File: src/rtl/morra_match_controller.sv
// Match sequencer for the MorraCinese game core: collects both players' moves,
// drives START/move pairs into the core and tallies game results into a match winner.
module morra_match_controller #(
  parameter int unsigned N_GAMES = 3,
  parameter int unsigned TIMEOUT = 1000,
  parameter int unsigned SW      = 4
) (
  input  logic          clk,
  input  logic          rst_n,
  input  logic          match_start,
  input  logic [1:0]    p1_move,
  input  logic          p1_valid,
  output logic          p1_ready,
  input  logic [1:0]    p2_move,
  input  logic          p2_valid,
  output logic          p2_ready,
  output logic [1:0]    core_p1,
  output logic [1:0]    core_p2,
  output logic          core_start,
  input  logic [1:0]    core_round,
  input  logic [1:0]    core_game,
  output logic [SW-1:0] score1,
  output logic [SW-1:0] score2,
  output logic [SW-1:0] games_played,
  output logic          busy,
  output logic          match_done,
  output logic [1:0]    match_winner
);

  localparam int unsigned TW = $clog2(TIMEOUT);
  localparam logic [SW-1:0] WIN   = SW'((N_GAMES + 1) / 2);
  localparam logic [SW-1:0] NG    = SW'(N_GAMES);
  localparam logic [TW-1:0] TLAST = TW'(TIMEOUT - 1);

  localparam logic [2:0] ST_IDLE    = 3'd0;
  localparam logic [2:0] ST_NEWGAME = 3'd1;
  localparam logic [2:0] ST_COLLECT = 3'd2;
  localparam logic [2:0] ST_ISSUE   = 3'd3;
  localparam logic [2:0] ST_RESULT  = 3'd4;
  localparam logic [2:0] ST_DONE    = 3'd5;

  logic [2:0]    state_q, state_d;
  logic          full1_q, full1_d, full2_q, full2_d;
  logic [1:0]    mv1_q, mv1_d, mv2_q, mv2_d;
  logic [TW-1:0] tcnt_q, tcnt_d;
  logic [SW-1:0] score1_q, score1_d, score2_q, score2_d, games_q, games_d;
  logic [1:0]    winner_q, winner_d;

  // The round result only matters through the game outcome.
  logic unused_round;
  assign unused_round = ^core_round;

  always_comb begin
    state_d  = state_q;
    full1_d  = full1_q;
    full2_d  = full2_q;
    mv1_d    = mv1_q;
    mv2_d    = mv2_q;
    tcnt_d   = tcnt_q;
    score1_d = score1_q;
    score2_d = score2_q;
    games_d  = games_q;
    winner_d = winner_q;
    case (state_q)
      ST_IDLE, ST_DONE: begin
        if (match_start) begin
          state_d  = ST_NEWGAME;
          score1_d = '0;
          score2_d = '0;
          games_d  = '0;
          winner_d = 2'b00;
        end
      end
      ST_NEWGAME: begin
        state_d = ST_COLLECT;
        tcnt_d  = '0;
        full1_d = 1'b0;
        full2_d = 1'b0;
        mv1_d   = 2'b00;
        mv2_d   = 2'b00;
      end
      ST_COLLECT: begin
        // Illegal 00 moves are handshaken away without filling the slot.
        if (p1_valid && !full1_q && (p1_move != 2'b00)) begin
          full1_d = 1'b1;
          mv1_d   = p1_move;
        end
        if (p2_valid && !full2_q && (p2_move != 2'b00)) begin
          full2_d = 1'b1;
          mv2_d   = p2_move;
        end
        tcnt_d = tcnt_q + 1'b1;
        if (full1_d && full2_d) begin
          state_d = ST_ISSUE;
        end else if (tcnt_q == TLAST) begin
          state_d  = ST_DONE;
          winner_d = {full2_d, full1_d};
        end
      end
      ST_ISSUE: begin
        state_d = ST_RESULT;
        full1_d = 1'b0;
        full2_d = 1'b0;
        mv1_d   = 2'b00;
        mv2_d   = 2'b00;
      end
      ST_RESULT: begin
        if (core_game == 2'b00) begin
          state_d = ST_COLLECT;
          tcnt_d  = '0;
        end else begin
          if ((core_game == 2'b01) && (score1_q != '1)) score1_d = score1_q + 1'b1;
          if ((core_game == 2'b10) && (score2_q != '1)) score2_d = score2_q + 1'b1;
          if (games_q != '1) games_d = games_q + 1'b1;
          if ((score1_d >= WIN) || (score2_d >= WIN) || (games_d >= NG)) begin
            state_d = ST_DONE;
            if (score1_d > score2_d)      winner_d = 2'b01;
            else if (score2_d > score1_d) winner_d = 2'b10;
            else                          winner_d = 2'b11;
          end else begin
            state_d = ST_NEWGAME;
          end
        end
      end
      default: state_d = ST_IDLE;
    endcase
  end

  always_ff @(posedge clk or negedge rst_n) begin
    if (!rst_n) begin
      state_q  <= ST_IDLE;
      full1_q  <= 1'b0;
      full2_q  <= 1'b0;
      mv1_q    <= 2'b00;
      mv2_q    <= 2'b00;
      tcnt_q   <= '0;
      score1_q <= '0;
      score2_q <= '0;
      games_q  <= '0;
      winner_q <= 2'b00;
    end else begin
      state_q  <= state_d;
      full1_q  <= full1_d;
      full2_q  <= full2_d;
      mv1_q    <= mv1_d;
      mv2_q    <= mv2_d;
      tcnt_q   <= tcnt_d;
      score1_q <= score1_d;
      score2_q <= score2_d;
      games_q  <= games_d;
      winner_q <= winner_d;
    end
  end

  assign p1_ready     = (state_q == ST_COLLECT) && !full1_q;
  assign p2_ready     = (state_q == ST_COLLECT) && !full2_q;
  assign core_p1      = (state_q == ST_ISSUE) ? mv1_q : 2'b00;
  assign core_p2      = (state_q == ST_ISSUE) ? mv2_q : 2'b00;
  assign core_start   = (state_q == ST_NEWGAME);
  assign busy         = (state_q != ST_IDLE) && (state_q != ST_DONE);
  assign match_done   = (state_q == ST_DONE);
  assign score1       = score1_q;
  assign score2       = score2_q;
  assign games_played = games_q;
  assign match_winner = winner_q;

endmodule
File: config.mk
export PLATFORM = sky130hd
export DESIGN_NAME = morra_match_controller
export DESIGN_NICKNAME = d
export VERILOG_FILES = /design/src/rtl/morra_match_controller.sv
export SDC_FILE = /design/constraint.sdc
export NUM_CORES = 1
export LEC_CHECK = 0
export ABC_AREA = 1
export ABC_CLOCK_PERIOD_IN_PS = 1850
export BUFFER_PORTS_ARGS = -buffer_cell sky130_fd_sc_hd__buf_4
export CORE_ASPECT_RATIO = 0.9
export CORE_UTILIZATION = 45
export CTS_BUF_LIST = sky130_fd_sc_hd__clkbuf_2
export CTS_CLUSTER_DIAMETER = 120
export DETAILED_ROUTE_END_ITERATION = 7
export HOLD_SLACK_MARGIN = 0.03
export PLACE_DENSITY_LB_ADDON = 0.1
export SYNTH_ARGS = -nofsm -noshare
export SYNTH_HDL_FRONTEND = slang
export SYNTH_SLANG_ARGS = --single-unit
File: constraint.sdc
create_clock -name clk -period 1.85 [get_ports clk]
set_input_delay 0.4625 -clock clk [delete_from_list [all_inputs] [get_ports clk]]
set_output_delay 0.4625 -clock clk [all_outputs]
set_load 0.01 [all_outputs]
==> After elaboration in Yosys (flattened, before gate mapping) <==
Cells that the tools add are included.
{ "classes": {"addsub": 4, "n_lt_le_gt_ge": 5, "eq_ne": 21, "muxes": 44, "n_reduce_logical": 31} }
{ "op_table": {"columns": ["op", "n"], "rows": [
  ["4-bit 2-to-1 mux", 13],
  ["10-bit one-hot mux with 3 select lines", 1],
  ["4-bit one-hot mux with 2 select lines", 3],
  ["2-bit 2-to-1 mux", 10],
  ["2-bit inequality test (second input constant)", 8],
  ["3-bit 2-to-1 mux", 5],
  ["3-bit one-hot mux with 5 select lines", 1],
  ["4-bit by 1-bit adder with 4-bit output (second input constant)", 3],
  ["4-bit by 2-bit greater-or-equal comparator with 1-bit output (second input constant)", 3],
  ["4-bit inequality test (second input constant)", 3],
  ["10-bit by 1-bit adder with 10-bit output (second input constant)", 1],
  ["10-bit equality test (second input constant)", 1],
  ["1-bit logical AND", 10],
  ["10-bit 2-to-1 mux", 1],
  ["3-bit nonzero test", 3],
  ["4-bit > comparator", 2],
  ["2-bit one-hot mux with 2 select lines", 2],
  ["2-bit AND reduction", 4],
  ["2-bit nonzero test", 4],
  ["3-bit by 2-bit equality test with 1-bit output (second input constant)", 2],
  ["3-bit equality test (second input constant)", 2],
  ["3-bit inequality test (second input constant)", 2],
  ["2-bit one-hot mux with 3 select lines", 1],
  ["6-bit AND reduction", 1],
  ["other kinds (11)", 19]
]} }
{ "totals": {"register_bits": 33, "output_inout_bits": 23, "wordCells": 115} }

==> Depth between registers and ports, before layout <==
Gate-level depths: netlist of run 1.
{ "depth": {"depth_word": 11, "mapped_depth": 14, "ltp_nobuf": 14} }

==> Least setup slack after synthesis of run 1 <==
Ideal clock, no wire load.
{ "synth_path": {"kind": "reg2reg", "from": "register score2_q[0], in the netlist score2[0]", "to": "register winner_q[0], in the netlist match_winner[0]", "arrival_time_ps": 1906, "required_ps": 1733, "path_slack_ps": -173, "path_stages_with_launch": 14, "path_buffers": 0, "path_cell_list": "dfrtp_1 > ha_1 > nand3_1 > nand2_1 > o21ai_1 > inv_1 > ha_1 > a21oi_1 > o21ai_0 > o21ai_0 > nand2_1 > nand2_1 > nand3_1 > nand2_1"} }
{ "synth_between": {"elab_chain_cells": 11} }
{ "synth_rtl": {"columns": ["element", "line", "rtl"], "rows": [
  ["start, declared", "46", "logic [SW-1:0] score1_q, score1_d, score2_q, score2_d, games_q, games_d;"],
  ["start signal, assigned", "149", "score2_q <= score2_d;"],
  ["parallel branches: the longest is 2 deep, another holds 4-bit by 1-bit adder with 4-bit output", null, null],
  ["4-bit 2-to-1 mux *", "113", "if ((core_game == 2'b10) && (score2_q != '1)) score2_d = score2_q + 1'b1;"],
  ["4-bit 2-to-1 mux *", "108", "if (core_game == 2'b00) begin"],
  ["4-bit 2-to-1 mux *", "64", "case (state_q)"],
  ["4-bit > comparator", "118", "else if (score2_d > score1_d) winner_d = 2'b10;"],
  ["1-bit 2-to-1 mux", "118", null],
  ["2-bit 2-to-1 mux", "117", "if (score1_d > score2_d) winner_d = 2'b01;"],
  ["2-bit 2-to-1 mux", "115", "if ((score1_d >= WIN) || (score2_d >= WIN) || (games_d >= NG)) begin"],
  ["2-bit 2-to-1 mux", "108", null],
  ["2-bit one-hot mux with 3 select lines", "64", null],
  ["end signal, assigned", "151", "winner_q <= winner_d;"],
  ["end, declared", "47", "logic [1:0] winner_q, winner_d;"]
]} }
Every way passes the cells marked *. The select of a mux whose other input is x is not followed.
A chain may end at the register's enable or synchronous reset.

==> Final worst setup path of run 1 <==
{ "layout_path": {"from": "register state_q[0]", "to": "output port busy"} }
{ "layout_between": {"elab_chain_cells": 2} }
{ "layout_rtl": {"columns": ["element", "line", "rtl"], "rows": [
  ["start, declared", "42", "logic [2:0] state_q, state_d;"],
  ["start signal, assigned", "142", "state_q <= state_d;"],
  ["3-bit inequality test or 3-bit nonzero test (tied branches)", "160", "assign busy = (state_q != ST_IDLE) && (state_q != ST_DONE);"],
  ["1-bit logical AND *", "160", null],
  ["end, declared", "25", "output logic busy,"]
]} }
Every way passes the cells marked *; elsewhere a longest branch is shown, timed or not.

==> results of run 1 <==
==> cells by family after synthesis <==
family                     Yosys count
xor gates and xnor gates             7
buffers and inverters               45
and+or+nand+nor                    152
adders and majority gates            8
AOI/OAI and AO/OA                   43
DFF                                 33
==> sequential cells by signal, summed over array words and instances, names as in the netlist <==
name / count
full2_q: 1
full1_q: 1
score1: 4
state_q: 3
mv1_q: 2
match_winner: 2
tcnt_q: 10
score2: 4
mv2_q: 2
games_played: 4
==> metrics by stage <==
stage / cell area (sq um) / setup slack, ps / hold slack, ps / instances
after floorplan: 2130 / -5.93 / 167 / 288
after global placement: 2590 / -129 / 432 / 403
after detailed placement: 2590 / -171 / 433 / 403
after CTS: 2760 / -116 / 274 / 420
after global routing: 3010 / -196 / 265 / 426
final: 3010 / -85.9 / 292 / 426
==> critical path: stages (launching register included) <==
cell and delay (ps):
dfrtp_1 460, inv_2 100, nor2_4 40, buf_4 160
nor2_4 110, nand2_2 70, buf_4 140
==> what timing repair did <==
action / CTS / global route
buffers inserted: 8 / 7
endpoints found under the setup margin: 10 / 13
hold buffers: 1 / 0
hold endpoints to repair: 33 / 0
gates cloned: 0 / 0
pin swaps: 12 / 25
resized for setup: 16 / 46
==> report_power, final <==
| group | internal (mW) | total (mW) | switching [mW] |
|---|---|---|---|
| combinational | 0.783 | 1.88 | 1.10 |
| clock | 0.0881 | 0.350 | 0.262 |
| sequential | 0.889 | 1.02 | 0.129 |
==> cell usage in the layout (no fill, tap or decap), types with 3 or more instances in the layout <==
cell type,n
nand2_1,67
buf_4,65
inv_1,33
dfrtp_1,29
nor2_1,20
nand3_1,18
o21ai_0,14
nand2_2,12
nor2_4,11
inv_2,9
o31ai_1,8
o21ai_1,8
nor2_2,6
ha_4,5
clkbuf_2,5
nand2_4,4
nand3_2,4
nand4_1,4
a21oi_1,4
buf_6,4
dfrtp_2,4
xor2_1,3
==> metal layers <==
layer | global-route usage, % | vias up
li1 | - | 1078
met1 | 28.0 | 941
met2 | 32.4 | 26
met3 | 4.54 | 5
met4 | 5.77 | 0
met5 | 0 | -
==> path summary, 6_finish.rpt <==
| kind | from | endpoint | slack, ps |
|---|---|---|---|
| min in group asynchronous | rst_n | tcnt_q[6]$_DFFE_PN0P_ | 510 |
| min reg2reg | match_winner[1]$_DFFE_PN0P_ | match_winner[1]$_DFFE_PN0P_ | 500 |
| max reg2reg | score2[1]$_DFFE_PN0P_ | match_winner[0]$_DFFE_PN0P_ | -80 |
| max in group asynchronous | rst_n | state_q[2]$_DFFE_PN0P_ | 970 |
| max | state_q[0]$_DFFE_PN0P_ | busy | -90 |
| min | p2_move[1] | mv2_q[1]$_DFFE_PN0P_ | 290 |
==> layout make-up <==
class	instances	area, sq um	share of cell area (%)
tap	62	77.6	2.58
clock inverter	3	17.5	0.582
timing repair buffer	70	543	18.1
multi-input combinational	210	1350	45.0
sequential	33	831	27.6
clock buffer	5	25.0	0.832
inverter	43	161	5.37
==> results.yml, run 1 <==
setup_path:
  crit_required_ps: 1390
  worstSetupPathType: "reg2out"
  critPathArrivalTime_ps: 1470
  critPathMaxFanout: 4
  start_kind: "flop"
  r2r_cells: 13
  cp-end-kind: "primary output"
yosys:
  yosysTopAreaCell: "dfrtp_1"
  ys_ff_latch: 33
  synthCells: 288
  synth_xor_area_share_pct: 2.92
  synthDistinctLibCells: 26
  synth_compound_area_share_pct: 11.6
  synth.cells.most_frequent: "nand2_1 (79), inv_1 (39), dfrtp_1 (33), nor2_1 (28), nand3_1 (23)"
  yosys-mux-area-fraction_pct: 0
  avgSynthCellArea_sq_um: 7.28
  ys_async_sr_fraction_pct: 100
  yosys_warnings: 0
  syn-cell-area_sq_mm: 0.00210
  yosysMostFrequentCell: "nand2_1"
  synth_edf_count: 0
  synth_area_leaders: "dfrtp_1 (39%), nand2_1 (14%), inv_1 (7.0%)"
  synth_top_family_by_area: "simple AND/OR/NAND/NOR gates"
  yosys.area_share.adder_pct: 4.77
  synth_top_area_share_pct: 39.4
  ys.flop_type: "dfrtp_1"
  syn-num-nets: 309
  yosysSeqAreaShare_pct: 39.4
  yosys.area_share.simple_pct: 32.5
finish:
  final_core_util_pct: 67.4
  diodes: 0
  area_delta_synth_final_pct: 43.4
  fillers: 402
  fin_nets: 384
  drive_gt1_share_pct: 39.3
clock_network:
  cts_tree: "done"
  cts.clk_slew.worst_paths_ps: 200
  cts_max_path_buffers: 2
  clock-sinks: 33
  cts-root-buf: "clkbuf_2"
  clkLatencyLatePin_ps: 390
  htree_levels: 2
  cts_buffers: 5
routing:
  dr.first_iter.drc_count: 105
  vias: 2050
  topRoutingLayerUsed: "met4"
  antenna_left: 0
  drc: 0
  route.met3.wl_um: 147
  drt-total-wl_um: 4910
  wl_met1_um: 2400
  first_pass_iters: 4
  dr_wl_met2_um: 2320
  via_per_inst: 4.81
  post_drt_wl_per_cell_um: 11.5
place:
  gp_congestion: 0.824
  hpwl_um: 3490
  portBuffers: 33
timing:
  max_freq_mhz: 517
  final_max_slew_viol_count: 0
  final.min_clock_period_ps: 1940
  setup_ws_ps: -85.9
  setup-tns-final_ps: -400
  finClkSkew_ps: 28.9
  relSlewSlack_pct: 71.7
  finalSetupViolations: 8
  hold_violations: 0
  rsz0062_at_grt: "true"
  post-route-period-util_pct: 105
  tightest_slew_ps: 421
grt:
  grt_pass1_wl_um: 7580
  track_usage_pct: 20.5
  antenna_found_initial: 0
  overflow: 0
  grt_max_degree: 34
  grt_pass1_vias: 1766
die:
  core_area_sq_mm: 0.00446
  rows: 23
  dieHeight_um: 66.8
  start_util_pct: 47.0
  num_io_pins: 36
  die_area_sq_mm: 0.00494
  die_x_um: 74.0
power_and_ir_drop:
  peakVddDrop_mv: 1.02
  powerDensity_mw_per_mm2: 1080
  total_power_mw: 3.25
  leakage_nw: 1.46
min_path:
  worstHoldPathCells: 3
  hold_class: "in2reg"
run:
  cap_violations: 0
run_status:
  status: "finished, violations left"
  violations: "negative setup slack"
Note: power is estimated with default switching activity, not from simulation.
==> run 2, diff against run 1 <==
ABC_CLOCK_PERIOD_IN_PS = 1800   (was 1850)
CORE_MARGIN = 2   (was unset)
SLEW_MARGIN = 20   (was unset)
clock period = 1.8 ns   (was 1.85 ns; I/O delays follow)
==> results.yml, run 2 (same netlist as run 1, synthesis figures left out) <==
finish:
  final_core_util_pct: 70.4
  top_register: "tcnt_q"
  largest_reg_flops: 10
  mostFrequentLayoutCells: "nand2_1 (69), buf_4 (67), inv_1 (32)"
  diodes: 0
  mostFrequentLayoutCell: "nand2_1"
  fin_nets: 393
  drive_gt1_share_pct: 42.1
  area_delta_synth_final_pct: 49.7
timing:
  setup_ws_ps: -107
  final_max_slew_viol_count: 0
  post-route-period-util_pct: 106
  tightest_slew_ps: 422
  finClkSkew_ps: 11.4
  finalSetupViolations: 10
  final.min_clock_period_ps: 1910
  max_freq_mhz: 524
  relSlewSlack_pct: 71.6
  rsz0062_at_grt: "true"
  hold_violations: 0
die:
  dieHeight_um: 68.8
  die_x_um: 76.0
  start_util_pct: 47.0
  core_area_sq_mm: 0.00446
  num_io_pins: 36
  die_area_sq_mm: 0.00522
  rows: 23
min_path:
  min_from: "p2_move[1]"
  hold_class: "in2reg"
power_and_ir_drop:
  powerDensity_mw_per_mm2: 1160
  peakVddDrop_mv: 0.834
  leakage_nw: 1.52
  total_power_mw: 3.63
clock_network:
  cts_buffers: 5
  cts_max_path_buffers: 2
  clock-sinks: 33
  htree_levels: 2
  cts-root-buf: "clkbuf_2"
  cts.clk_slew.worst_paths_ps: 180
  cts_tree: "done"
  clkLatencyLatePin_ps: 390
setup_path:
  crit_path_max_incr_delay_ps: 440
  timing.rr.start: "score2[0]$_DFFE_PN0P_"
  path_cells: "inv_2, nor2_4, inv_2, nor2_4, inv_4, nor2_2, buf_4"
  cp_slowest_cell: "dfrtp_1"
  start_kind: "flop"
  cp-end-kind: "primary output"
  crit_required_ps: 1350
  critPathArrivalTime_ps: 1460
  worstSetupPathType: "reg2out"
  crit_start: "state_q[0]$_DFFE_PN0P_"
  critPathMaxFanout: 4
grt:
  grt_max_degree: 34
  overflow: 0
  antenna_found_initial: 0
  grt_pass1_vias: 1836
  track_usage_pct: 19.6
  grt_pass1_wl_um: 8000
routing:
  topRoutingLayerUsed: "met4"
  drt-total-wl_um: 5240
  via_per_inst: 4.82
  wl_met1_um: 2560
  dr.first_iter.drc_count: 99
  route.met3.wl_um: 167
  vias: 2095
  first_pass_iters: 4
  antenna_left: 0
  drc: 0
  post_drt_wl_per_cell_um: 12.0
  dr_wl_met2_um: 2430
place:
  hpwl_um: 3630
  gp_congestion: 0.823
  portBuffers: 33
run_status:
  status: "finished, violations left"
  violations: "negative setup slack"
run:
  cap_violations: 0
-- run 2: path summary, 6_finish.rpt --
path,to,slack (ps),depth (start not counted)
hold reg to reg,match_winner[0]$_DFFE_PN0P_,510,2
hold / removal,mv2_q[1]$_DFFE_PN0P_,290,3
max in group asynchronous,score2[2]$_DFFE_PN0P_,960,2
setup reg to reg,match_winner[0]$_DFFE_PN0P_,-110,13
min in group asynchronous,state_q[0]$_DFFE_PN0P_,510,2
setup / recovery,core_p1[0],-110,7
-- run 2: critical path, delay by kind of cell (launching register included) --
| kind | cells | cell delay [ps] |
|---|---|---|
| flip-flops | 1 | 440 |
| buffers and inverters | 4 | 320 |
| AND/OR/NAND/NOR | 3 | 300 |
-- run 2: through the flow --
stage | hold slack, ps | TNS [ps] | worst slack [ps] | area, sq um | std cells
after global placement | 424 | -308 | -171 | 2620 | 406
after floorplan | 154 | -60.8 | -55.9 | 2130 | 288
after global routing | 290 | -1730 | -220 | 3140 | 435
after detailed placement | 419 | -414 | -222 | 2620 | 406
after CTS | 282 | -652 | -101 | 2850 | 425
final | 290 | -682 | -107 | 3140 | 435
-- run 2: metal layers --
layer | GRT usage [%] | vias up
met5 | 0 | -
met4 | 6.14 | 0
met3 | 3.52 | 10
met2 | 32.5 | 33
met1 | 26.7 | 951
li1 | - | 1101
-- run 2: layout make-up --
| class | count | area [sq um] |
|---|---|---|
| clock inverters | 2 | 10.0 |
| flip-flops and latches | 33 | 832 |
| well taps | 62 | 77.6 |
| repair buffers | 79 | 637 |
| inverters | 43 | 166 |
| multi-input cells | 210 | 1390 |
| clock buffers | 6 | 30.0 |
| fillers | 360 | 1320 |
-- run 2: power breakdown --
group / internal [mW] / switching, mW / total [mW]
sequential: 0.913 / 0.129 / 1.04
combinational: 0.965 / 1.27 / 2.24
clock: 0.0974 / 0.260 / 0.357
total: 1.98 / 1.66 / 3.63
-- run 2: repair_timing --
item,in CTS,in global routing
gates resized for setup,27,54
pin swaps,10,11
hold buffers,1,0
setup buffers,10,10
setup endpoints to repair,11,16
hold endpoints to repair,33,0
